<file path="src/rtl/dram_io_burst_pkg.sv">
// -----------------------------------------------------------------------------
// dram_io_burst_pkg
// Shared types and constants for the DRAM I/O burst controller:
//   - state_e      : controller FSM states
//   - BL4_CYCLES   : cycles per BL4 burst (DDR, two beats per cycle)
//   - BL8_CYCLES   : cycles per BL8 burst
//   - RD_LAT_W     : width of the read-latency field
//   - last_beat()  : terminal value of the 2-bit beat counter for a burst length
// -----------------------------------------------------------------------------
package dram_io_burst_pkg;

  localparam int BL4_CYCLES = 2;
  localparam int BL8_CYCLES = 4;
  localparam int RD_LAT_W   = 3;

  typedef enum logic [2:0] {
    IDLE,
    WR_PRE,
    WR_BURST,
    WR_POST,
    TURN,
    RD_WAIT,
    RD_BURST
  } state_e;

  // The beat counter counts from 0 up to this value and stops; it never wraps.
  function automatic logic [1:0] last_beat(input logic bl_four);
    return bl_four ? 2'(BL4_CYCLES - 1) : 2'(BL8_CYCLES - 1);
  endfunction

endpackage

</file>
<file path="src/rtl/dram_io_rr_arb.sv">
// -----------------------------------------------------------------------------
// dram_io_rr_arb
// Two-requester round-robin arbiter (write vs. read) with a last-grant flop.
// When both requests are pending, the type not granted last wins. After reset
// the last grant is taken as read, so the first contest goes to write.
//
// Ports:
//   rclk, arst_l     clock, asynchronous active-low reset
//   wr_req, rd_req   pending requests
//   take             the caller commits the current pick this cycle
//   pick_wr, pick_rd one-hot (or zero) combinational pick
// -----------------------------------------------------------------------------
module dram_io_rr_arb (
  input  logic rclk,
  input  logic arst_l,
  input  logic wr_req,
  input  logic rd_req,
  input  logic take,
  output logic pick_wr,
  output logic pick_rd
);

  logic last_rd;

  always_comb begin
    pick_wr = wr_req & (~rd_req | last_rd);
    pick_rd = rd_req & ~pick_wr;
  end

  // NOTE: sequential state uses non-blocking assignments so every flop samples
  // pre-edge values, independent of process ordering in simulation.
  always_ff @(posedge rclk or negedge arst_l) begin
    if (!arst_l) begin
      last_rd <= 1'b1;
    end else if (take && (pick_wr || pick_rd)) begin
      last_rd <= pick_rd;
    end
  end

endmodule

</file>
<file path="src/rtl/dram_io_burst_ctl.sv">
// -----------------------------------------------------------------------------
// dram_io_burst_ctl
// Burst controller for a DDR dq pad slice. Arbitrates write/read burst
// requests, sequences write preamble/burst/postamble/turnaround and read
// latency/capture, and drives the pad-slice controls.
//
// Timing model:
//   - wr_gnt/rd_gnt are registered and pulse in the first cycle of WR_PRE or
//     RD_WAIT.
//   - Write-side pad outputs (drive_enable, drive_data, data_pos/neg) are
//     registered from the current state, so they appear one cycle after the
//     state that produced them; wr_data is consumed in each WR_BURST cycle.
//   - dqs_read (and pad_enable for reads) are registered from the next state,
//     so they line up with the RD_BURST cycles; read data is captured during
//     RD_BURST and presented with rd_vld one cycle later.
//   - Grants are blocked on the first edge after reset release.
//
// Ports:
//   rclk, arst_l                  clock, asynchronous active-low reset
//   wr_req, rd_req / wr_gnt, rd_gnt  request/grant handshake
//   burst_length_four, rd_lat     burst configuration, sampled at grant
//   wr_data                       write beat {neg[3:0], pos[3:0]}
//   data_pos, data_neg            nibbles to the dq pads
//   dram_io_drive_enable, dram_io_drive_data, dram_io_pad_enable, dqs_read
//   io_dram_data_in(_hi)          read nibbles from the pads
//   rd_data, rd_vld               captured read beat {hi, lo}
//   busy                          FSM is not in IDLE
//   wr_burst_cnt, rd_burst_cnt    saturating grant counters, present only when
//                                 DRAM_IO_BURST_CTL_STATS_EN is defined
// -----------------------------------------------------------------------------
module dram_io_burst_ctl
  import dram_io_burst_pkg::*;
#(
  parameter int RD_LAT_MAX = 7
) (
  input  logic                rclk,
  input  logic                arst_l,
  input  logic                wr_req,
  input  logic                rd_req,
  output logic                wr_gnt,
  output logic                rd_gnt,
  input  logic                burst_length_four,
  input  logic [RD_LAT_W-1:0] rd_lat,
  input  logic [7:0]          wr_data,
  output logic [3:0]          data_pos,
  output logic [3:0]          data_neg,
  output logic                dram_io_drive_enable,
  output logic                dram_io_drive_data,
  output logic                dram_io_pad_enable,
  output logic                dqs_read,
  input  logic [3:0]          io_dram_data_in,
  input  logic [3:0]          io_dram_data_in_hi,
  output logic [7:0]          rd_data,
  output logic                rd_vld,
  output logic                busy
`ifdef DRAM_IO_BURST_CTL_STATS_EN
  ,
  output logic [15:0]         wr_burst_cnt,
  output logic [15:0]         rd_burst_cnt
`endif
);

  state_e              state, next_state;
  logic                rst_done;
  logic [1:0]          beat, beat_d;
  logic [RD_LAT_W-1:0] lat_cnt, lat_cnt_d;
  logic                bl_four, bl_four_d;
  logic                pick_wr, pick_rd, fire, beat_end;
  logic [RD_LAT_W-1:0] rd_lat_clamped;

  logic       wr_gnt_d, rd_gnt_d;
  logic       drive_enable_d, drive_data_d, pad_enable_d, dqs_read_d;
  logic [3:0] data_pos_d, data_neg_d;
  logic [7:0] rd_data_d;
  logic       rd_vld_d;

  assign fire     = (state == IDLE) && rst_done && (wr_req || rd_req);
  assign beat_end = (beat == last_beat(bl_four));
  assign busy     = (state != IDLE);

  assign rd_lat_clamped = (int'(rd_lat) > RD_LAT_MAX) ? RD_LAT_W'(RD_LAT_MAX) : rd_lat;

  dram_io_rr_arb u_arb (
    .rclk    (rclk),
    .arst_l  (arst_l),
    .wr_req  (wr_req),
    .rd_req  (rd_req),
    .take    (fire),
    .pick_wr (pick_wr),
    .pick_rd (pick_rd)
  );

  // State register and burst bookkeeping. rst_done holds off grants on the
  // first edge after reset release.
  always_ff @(posedge rclk or negedge arst_l) begin
    if (!arst_l) begin
      state    <= IDLE;
      rst_done <= 1'b0;
      beat     <= '0;
      lat_cnt  <= '0;
      bl_four  <= 1'b0;
    end else begin
      state    <= next_state;
      rst_done <= 1'b1;
      beat     <= beat_d;
      lat_cnt  <= lat_cnt_d;
      bl_four  <= bl_four_d;
    end
  end

  // Next-state logic. Burst length and read latency are latched at grant so
  // changes on the inputs mid-burst do not disturb the burst in progress.
  // NOTE: every signal assigned here gets a default first, so no path can
  // leave it unassigned and infer a latch.
  always_comb begin
    next_state = state;
    beat_d     = beat;
    lat_cnt_d  = lat_cnt;
    bl_four_d  = bl_four;
    case (state)
      IDLE: begin
        if (fire) begin
          bl_four_d  = burst_length_four;
          lat_cnt_d  = rd_lat_clamped;
          beat_d     = '0;
          next_state = pick_wr ? WR_PRE : RD_WAIT;
        end
      end
      WR_PRE:   next_state = WR_BURST;
      WR_BURST: begin
        if (beat_end) begin
          beat_d     = '0;
          next_state = WR_POST;
        end else begin
          beat_d = beat + 2'd1;
        end
      end
      WR_POST:  next_state = TURN;
      TURN:     next_state = IDLE;
      RD_WAIT: begin
        if (lat_cnt == '0) begin
          next_state = RD_BURST;
        end else begin
          lat_cnt_d = lat_cnt - RD_LAT_W'(1);
        end
      end
      RD_BURST: begin
        if (beat_end) begin
          beat_d     = '0;
          next_state = IDLE;
        end else begin
          beat_d = beat + 2'd1;
        end
      end
      default:  next_state = IDLE;
    endcase
  end

  // Output decode: values loaded into the output registers at the next edge.
  always_comb begin
    wr_gnt_d       = fire && pick_wr;
    rd_gnt_d       = fire && pick_rd;
    drive_enable_d = (state == WR_PRE) || (state == WR_BURST) || (state == WR_POST);
    drive_data_d   = (state == WR_BURST);
    dqs_read_d     = (next_state == RD_BURST);
    pad_enable_d   = drive_enable_d || dqs_read_d;
    data_pos_d     = drive_data_d ? wr_data[3:0] : 4'h0;
    data_neg_d     = drive_data_d ? wr_data[7:4] : 4'h0;
    rd_vld_d       = (state == RD_BURST);
    rd_data_d      = rd_vld_d ? {io_dram_data_in_hi, io_dram_data_in} : rd_data;
  end

  always_ff @(posedge rclk or negedge arst_l) begin
    if (!arst_l) begin
      wr_gnt               <= 1'b0;
      rd_gnt               <= 1'b0;
      dram_io_drive_enable <= 1'b0;
      dram_io_drive_data   <= 1'b0;
      dram_io_pad_enable   <= 1'b0;
      dqs_read             <= 1'b0;
      data_pos             <= 4'h0;
      data_neg             <= 4'h0;
      rd_vld               <= 1'b0;
      rd_data              <= 8'h00;
    end else begin
      wr_gnt               <= wr_gnt_d;
      rd_gnt               <= rd_gnt_d;
      dram_io_drive_enable <= drive_enable_d;
      dram_io_drive_data   <= drive_data_d;
      dram_io_pad_enable   <= pad_enable_d;
      dqs_read             <= dqs_read_d;
      data_pos             <= data_pos_d;
      data_neg             <= data_neg_d;
      rd_vld               <= rd_vld_d;
      rd_data              <= rd_data_d;
    end
  end

`ifdef DRAM_IO_BURST_CTL_STATS_EN
  // Grant counters, saturating so a long run never wraps back to small values.
  always_ff @(posedge rclk or negedge arst_l) begin
    if (!arst_l) begin
      wr_burst_cnt <= 16'h0000;
      rd_burst_cnt <= 16'h0000;
    end else begin
      if (fire && pick_wr && (wr_burst_cnt != 16'hFFFF)) begin
        wr_burst_cnt <= wr_burst_cnt + 16'd1;
      end
      if (fire && pick_rd && (rd_burst_cnt != 16'hFFFF)) begin
        rd_burst_cnt <= rd_burst_cnt + 16'd1;
      end
    end
  end
`endif

endmodule

</file>
<file path="config.mk">
export PLATFORM = sky130hd
export DESIGN_NAME = dram_io_burst_ctl
export DESIGN_NICKNAME = d
export VERILOG_FILES = /design/src/rtl/dram_io_burst_pkg.sv /design/src/rtl/dram_io_rr_arb.sv /design/src/rtl/dram_io_burst_ctl.sv
export SDC_FILE = /design/constraint.sdc
export NUM_CORES = 1
export LEC_CHECK = 0
export CORE_MARGIN = 5
export CORE_UTILIZATION = 25
export DETAILED_ROUTE_END_ITERATION = 7
export SYNTH_ARGS = -nofsm -noshare
export SYNTH_HDL_FRONTEND = slang
export SYNTH_HIERARCHICAL = 1
export SYNTH_SLANG_ARGS = --single-unit
</file>
<file path="constraint.sdc">
create_clock -name rclk -period 2.8 [get_ports rclk]
set_input_delay 0.56 -clock rclk [delete_from_list [all_inputs] [get_ports rclk]]
set_output_delay 0.56 -clock rclk [all_outputs]
set_load 0.01 [all_outputs]
</file>
# Word-level counts from Yosys, hierarchy flattened
# Index checks and enable logic that the tools add are counted.
dict set report word_totals {
  inputBits 24
  output_inout_bits 24
  reg_bits 34
  elab_cells 66
}
dict set report op_classes {
  muxes 15
  n_reduce_logical 19
  eq_ne 9
  bitwise_logic 5
  n_addsub 2
}
# cell count
set op_table {}
lappend op_table {{3-bit two-way mux} 7}
lappend op_table {{3-bit case mux with 6 select lines} 1}
lappend op_table {{3-bit == test, second input constant} 3}
lappend op_table {{4-bit two-way mux} 2}
lappend op_table {{3-bit by 2-bit == test with 1-bit output, second input constant} 2}
lappend op_table {{3-bit zero test} 2}
lappend op_table {{2-bit two-way mux} 3}
lappend op_table {{3-bit case mux with 2 select lines} 1}
lappend op_table {{1-bit logical AND} 5}
lappend op_table {{1-bit logical OR} 5}
lappend op_table {{2-bit != test, second input constant} 2}
lappend op_table {{2-bit case mux with 2 select lines} 1}
lappend op_table {{2-bit AND reduction} 2}
lappend op_table {{2-bit nonzero test} 2}
lappend op_table {{3-bit by 1-bit == test with 1-bit output, second input constant} 1}
lappend op_table {{3-bit AND reduction} 1}
lappend op_table {{3-bit nonzero test} 1}
lappend op_table {{3-bit by 1-bit subtractor with 3-bit output, second input constant} 1}
lappend op_table {{2-bit by 1-bit adder with 2-bit output, second input constant} 1}
lappend op_table {{1-bit AND} 2}
lappend op_table {{2-bit == test} 1}
lappend op_table {{1-bit NOT} 2}
lappend op_table {{2-bit OR reduction} 1}
lappend op_table {{1-bit OR} 1}

# Depth between registers and ports, before layout
dict set report depth {
  word_depth 8
  depth_mapped 6
  ltp_nobuf 6
}

# Cells and area by module
# Netlist, hierarchy kept.
# mod n_inst cells_each seq_area_each_um2 area_per_inst_um2
set modules_own_cells {}
lappend modules_own_cells {dram_io_burst_ctl 1 110 825.8 1345.0}
lappend modules_own_cells {dram_io_rr_arb 1 6 26.3 56.3}

# Least setup slack after synthesis
# Ideal clock, no wire load.
dict set report synth_path {
  path_type {register to register}
  start {register state[1]}
  end {register bl_four}
  arrival_time_ps 1496
  stages_incl_launch_ff 6
  t_required_ps 2673
  setup_time_ps 127
  n_path_buf 1
  synth_period_minus_slack_ps 1623
  slack_ps 1177
  cell_sequence {dfrtp_1 or3_1 buf_2 or2_4 clkinv_2 mux2_1}
}
dict set report synth_between {
  elab_chain_len 4
}
# item line_no
set synth_rtl {}
lappend synth_rtl {{start, declared} dram_io_burst_ctl.sv:63} ;# state_e state, next_state;
lappend synth_rtl {{start signal, assigned} dram_io_burst_ctl.sv:103} ;# state <= next_state;
lappend synth_rtl {{3-bit zero test} dram_io_burst_ctl.sv:77} ;# assign fire = (state == IDLE) && rst_done && (wr_req || rd_req);
lappend synth_rtl {{1-bit logical AND (2 in a row)} dram_io_burst_ctl.sv:77}
lappend synth_rtl {{net fire} dram_io_burst_ctl.sv:68} ;# logic pick_wr, pick_rd, fire, beat_end;
lappend synth_rtl {{2-bit AND reduction (no line)} n/a}
lappend synth_rtl {{end signal, assigned} dram_io_burst_ctl.sv:107} ;# bl_four <= bl_four_d;
lappend synth_rtl {{end, declared} dram_io_burst_ctl.sv:67} ;# logic bl_four, bl_four_d;
# The timed path passes the listed nets, and every way through them passes these cells.
# A chain may end at the register's enable or synchronous reset.

# Worst setup path after layout
dict set report layout_path {
  start {register state[1]}
  end {output port busy}
}
dict set report layout_between {
  elab_chain_len 1
}
# item line_no
set layout_rtl {}
lappend layout_rtl {{3-bit nonzero test} dram_io_burst_ctl.sv:79} ;# assign busy = (state != IDLE);
lappend layout_rtl {{end, declared} dram_io_burst_ctl.sv:55} ;# output logic busy
# No other way between the ends.

==> metrics.txt <==
Critical Path Fanout Max 12; Sum Neg Setup Slack 0 ns; Worst Setup Start Kind flip-flop; FP Rows 27; critical path's slowest cell sky130_fd_sc_hd__clkdlybuf4s50_1; starting density of the core 25.61%; Clock Skew 0.005138 ns; total of cells resized after clock tree synthesis 0; transition time at the pin with the least slew margin 0.5524 ns; number of levels the H-tree was split into 2; placed cell area 1941 um^2; most instantiated library cell after synthesis sky130_fd_sc_hd__dfrtp_1; number of buffers added to fix hold violations after cts 0; number of cells in the finished layout apart from fillers 237; Synth Area in Simple Gates 11.88%; number of nets in the layout 190; Hold WS 0.5058 ns; Top Ports 48; startpoint-to-endpoint class of the critical path reg2out; depth of the worst register-to-register path 4; post-synthesis sequential area ratio 60.80%; area enclosed by the die boundary 7203 um^2; Yosys warning count 6; Vias 1003; initial drt markers 22; clock sink total 34; Worst Setup Slack, final 0.4275 ns; leading post-synthesis cells by instance count sky130_fd_sc_hd__dfrtp_1 (33), sky130_fd_sc_hd__and3_1 (9), sky130_fd_sc_hd__mux2_2 (8); Post-CTS Setup Repair Bufs 0; area fraction in compound gates after synthesis 12.41%; final design area excluding fillers 2032 um^2; number of global-route vias before repair 967; worst hold path cell count 1; fin crit share 84.73%; final setup violation count 0; dpl hpwl 2069 um; DRC viols 0; number of instances in the synthesized netlist 116; share of Yosys cell area claimed by the top area cell type 58.93%; DIE WIDTH 84.87 um; number of port buffers 47; multiplexer share of the synthesized area 7.946%; count of flip-flops with a built-in enable after synthesis 0; clock transition time at the flip-flop clock pins of the worst setup and hold paths 0.07 ns; number of antenna violations at the first check in global routing 0; Static Leakage 0.9172 nW; main area contributors after synthesis sky130_fd_sc_hd__dfrtp_1 (59%), sky130_fd_sc_hd__mux2_2 (6.4%), sky130_fd_sc_hd__and3_1 (4.0%); setup repair after global routing missed its margin no; netlist area before placement 1401 um^2; y dimension of the die 84.87 um; max-capacitance violation count 0; endpoint type of the worst setup path primary output; maximum number of pins on one net before global-route repair 35; xor/xnor share of the synthesized area 0.6250%; longest individual stage delay on the worst path 0.52 ns; GP Congestion 0.7213; arrival time worst endpoint 1.81 ns; total global-route track usage 8.534%; Worst-Skew Late Latency 0.28 ns; Post-Place Cells 229; data required time of the worst path 2.24 ns; worst IR drop on VDD 0.0004723 V; largest buffer count on any clock path 2; clock root buffer sky130_fd_sc_hd__clkbuf_8; total power of the final layout 1.966 mW; TritonCTS clock tree yes; Antenna Cells 0; Syn Nets 142; first-pass GRT wire length 4871 um; detailed-route wire length 2891 um; critical-path cell list or3_1 > clkdlybuf4s50_1; Adder-Cell Fraction of Synth Area 1.786%; global-route congestion overflow total 0; share of the core filled with cells 37.13%; share of flip-flops with an asynchronous set or reset 100.0%; Max Freq 421.5 MHz; most used flip-flop cell after synthesis sky130_fd_sc_hd__dfrtp_1; combinational family with the most area after synthesis compound AO/OA/AOI/OAI gates; number of buffers inserted during clock tree synthesis 5; outcome completed; number of distinct standard cells referenced by the synthesized netlist 40; mean routed wirelength per cell 12.20 um; mean cell area of the mapped netlist 12.08 um^2; flip-flop and latch count after synthesis 34; Post-DRT Antenna Nets 0; Final min period 2.373 ns; area grow syn2layout 45.00%; worst slew margin relative to its limit 63.10%; Slew Limit Fails 0; worst-case setup slack after placement 0.5559 ns; first drt pass iteration count 4; power density over the cells 967.5 nW/um^2; most area-hungry cell type in the Yosys netlist sky130_fd_sc_hd__dfrtp_1; area of the core 5473 um^2; number of vias per cell after detailed routing 4.232; path type of the worst min-delay path reg2reg; share of cells above drive strength 1 12.73%; final hold violation count 0
placed cells by master (no fill, tap or decap), types with 2 or more instances in the layout:
| cell | Yosys | layout |
|---|---|---|
| sky130_fd_sc_hd__o221a_1 | 2 | 2 |
| sky130_fd_sc_hd__and2_1 | 2 | 2 |
| sky130_fd_sc_hd__clkinv_2 | 1 | 2 |
| sky130_fd_sc_hd__o22ai_1 | 3 | 3 |
| sky130_fd_sc_hd__nand3b_1 | 2 | 2 |
| sky130_fd_sc_hd__clkdlybuf4s50_1 | 0 | 47 |
| sky130_fd_sc_hd__dfrtp_1 | 33 | 33 |
| sky130_fd_sc_hd__ha_1 | 2 | 2 |
| sky130_fd_sc_hd__clkbuf_8 | 0 | 6 |
| sky130_fd_sc_hd__nand2_1 | 4 | 4 |
| sky130_fd_sc_hd__o21ai_0 | 3 | 3 |
| sky130_fd_sc_hd__nor2_1 | 5 | 5 |
| sky130_fd_sc_hd__inv_1 | 7 | 7 |
| sky130_fd_sc_hd__and3_1 | 9 | 9 |
| sky130_fd_sc_hd__a21oi_1 | 3 | 3 |
| sky130_fd_sc_hd__a21o_1 | 2 | 2 |
| sky130_fd_sc_hd__mux2_2 | 8 | 8 |
logic make-up after synthesis:
group,after synthesis
DFF,34
and+or+nand+nor,29
AOI/OAI and AO/OA,24
buffers and inverters,15
muxes,10
adders and majority gates,2
other,1
xor gates and xnor gates,1
critical path, delay by kind of cell, from the launching register on:
family	cells	cell delay, ns
buf+inv	1	0.52
simple gates	1	0.51
flops	1	0.50
sequential cells by signal, summed over array words and instances (netlist names), 2 cells and up:
signal / count
state: 3
data_neg: 4
lat_cnt: 3
beat: 2
data_pos: 4
rd_data: 8
cell type report:
type                    count  area [um^2]
clock buffers               7        86.33
clock inverters             1        5.005
fillers                   547         3441
inverters                   8        31.28
multi-input cells          67        489.2
flip-flops and latches     34        852.1
well taps                  72        90.09
repair buffers             48        478.0
metal layers:
layer	routed length, um	track usage, %	vias to the layer above	part of all wire [%]
li1	-	-	503	-
met1	1416	11.69	453	49
met5	0	0	-	0
met4	33	2.590	0	1.1
met3	226	3.592	4	7.8
met2	1215	12.24	43	42
where the power goes:
| part | internal, mW | switching, mW |
|---|---|---|
| logic | 0.453 | 0.337 |
| clock network | 0.198 | 0.165 |
| registers | 0.682 | 0.131 |
path summary, 6_finish.rpt:
path | to | slack, ns | startpoint
worst min-delay path | rd_data[0] | 0.51 | rd_data[0]
max in group asynchronous | u_arb/last_rd | 1.77 | arst_l
worst min register to register | rd_data[0] | 0.51 | rd_data[0]
worst max-delay path | busy | 0.43 | state[1]
worst max register to register | bl_four | 0.97 | state[1]
min in group asynchronous | dram_io_pad_enable | 0.70 | arst_l
(Power assumes the default switching activity.)
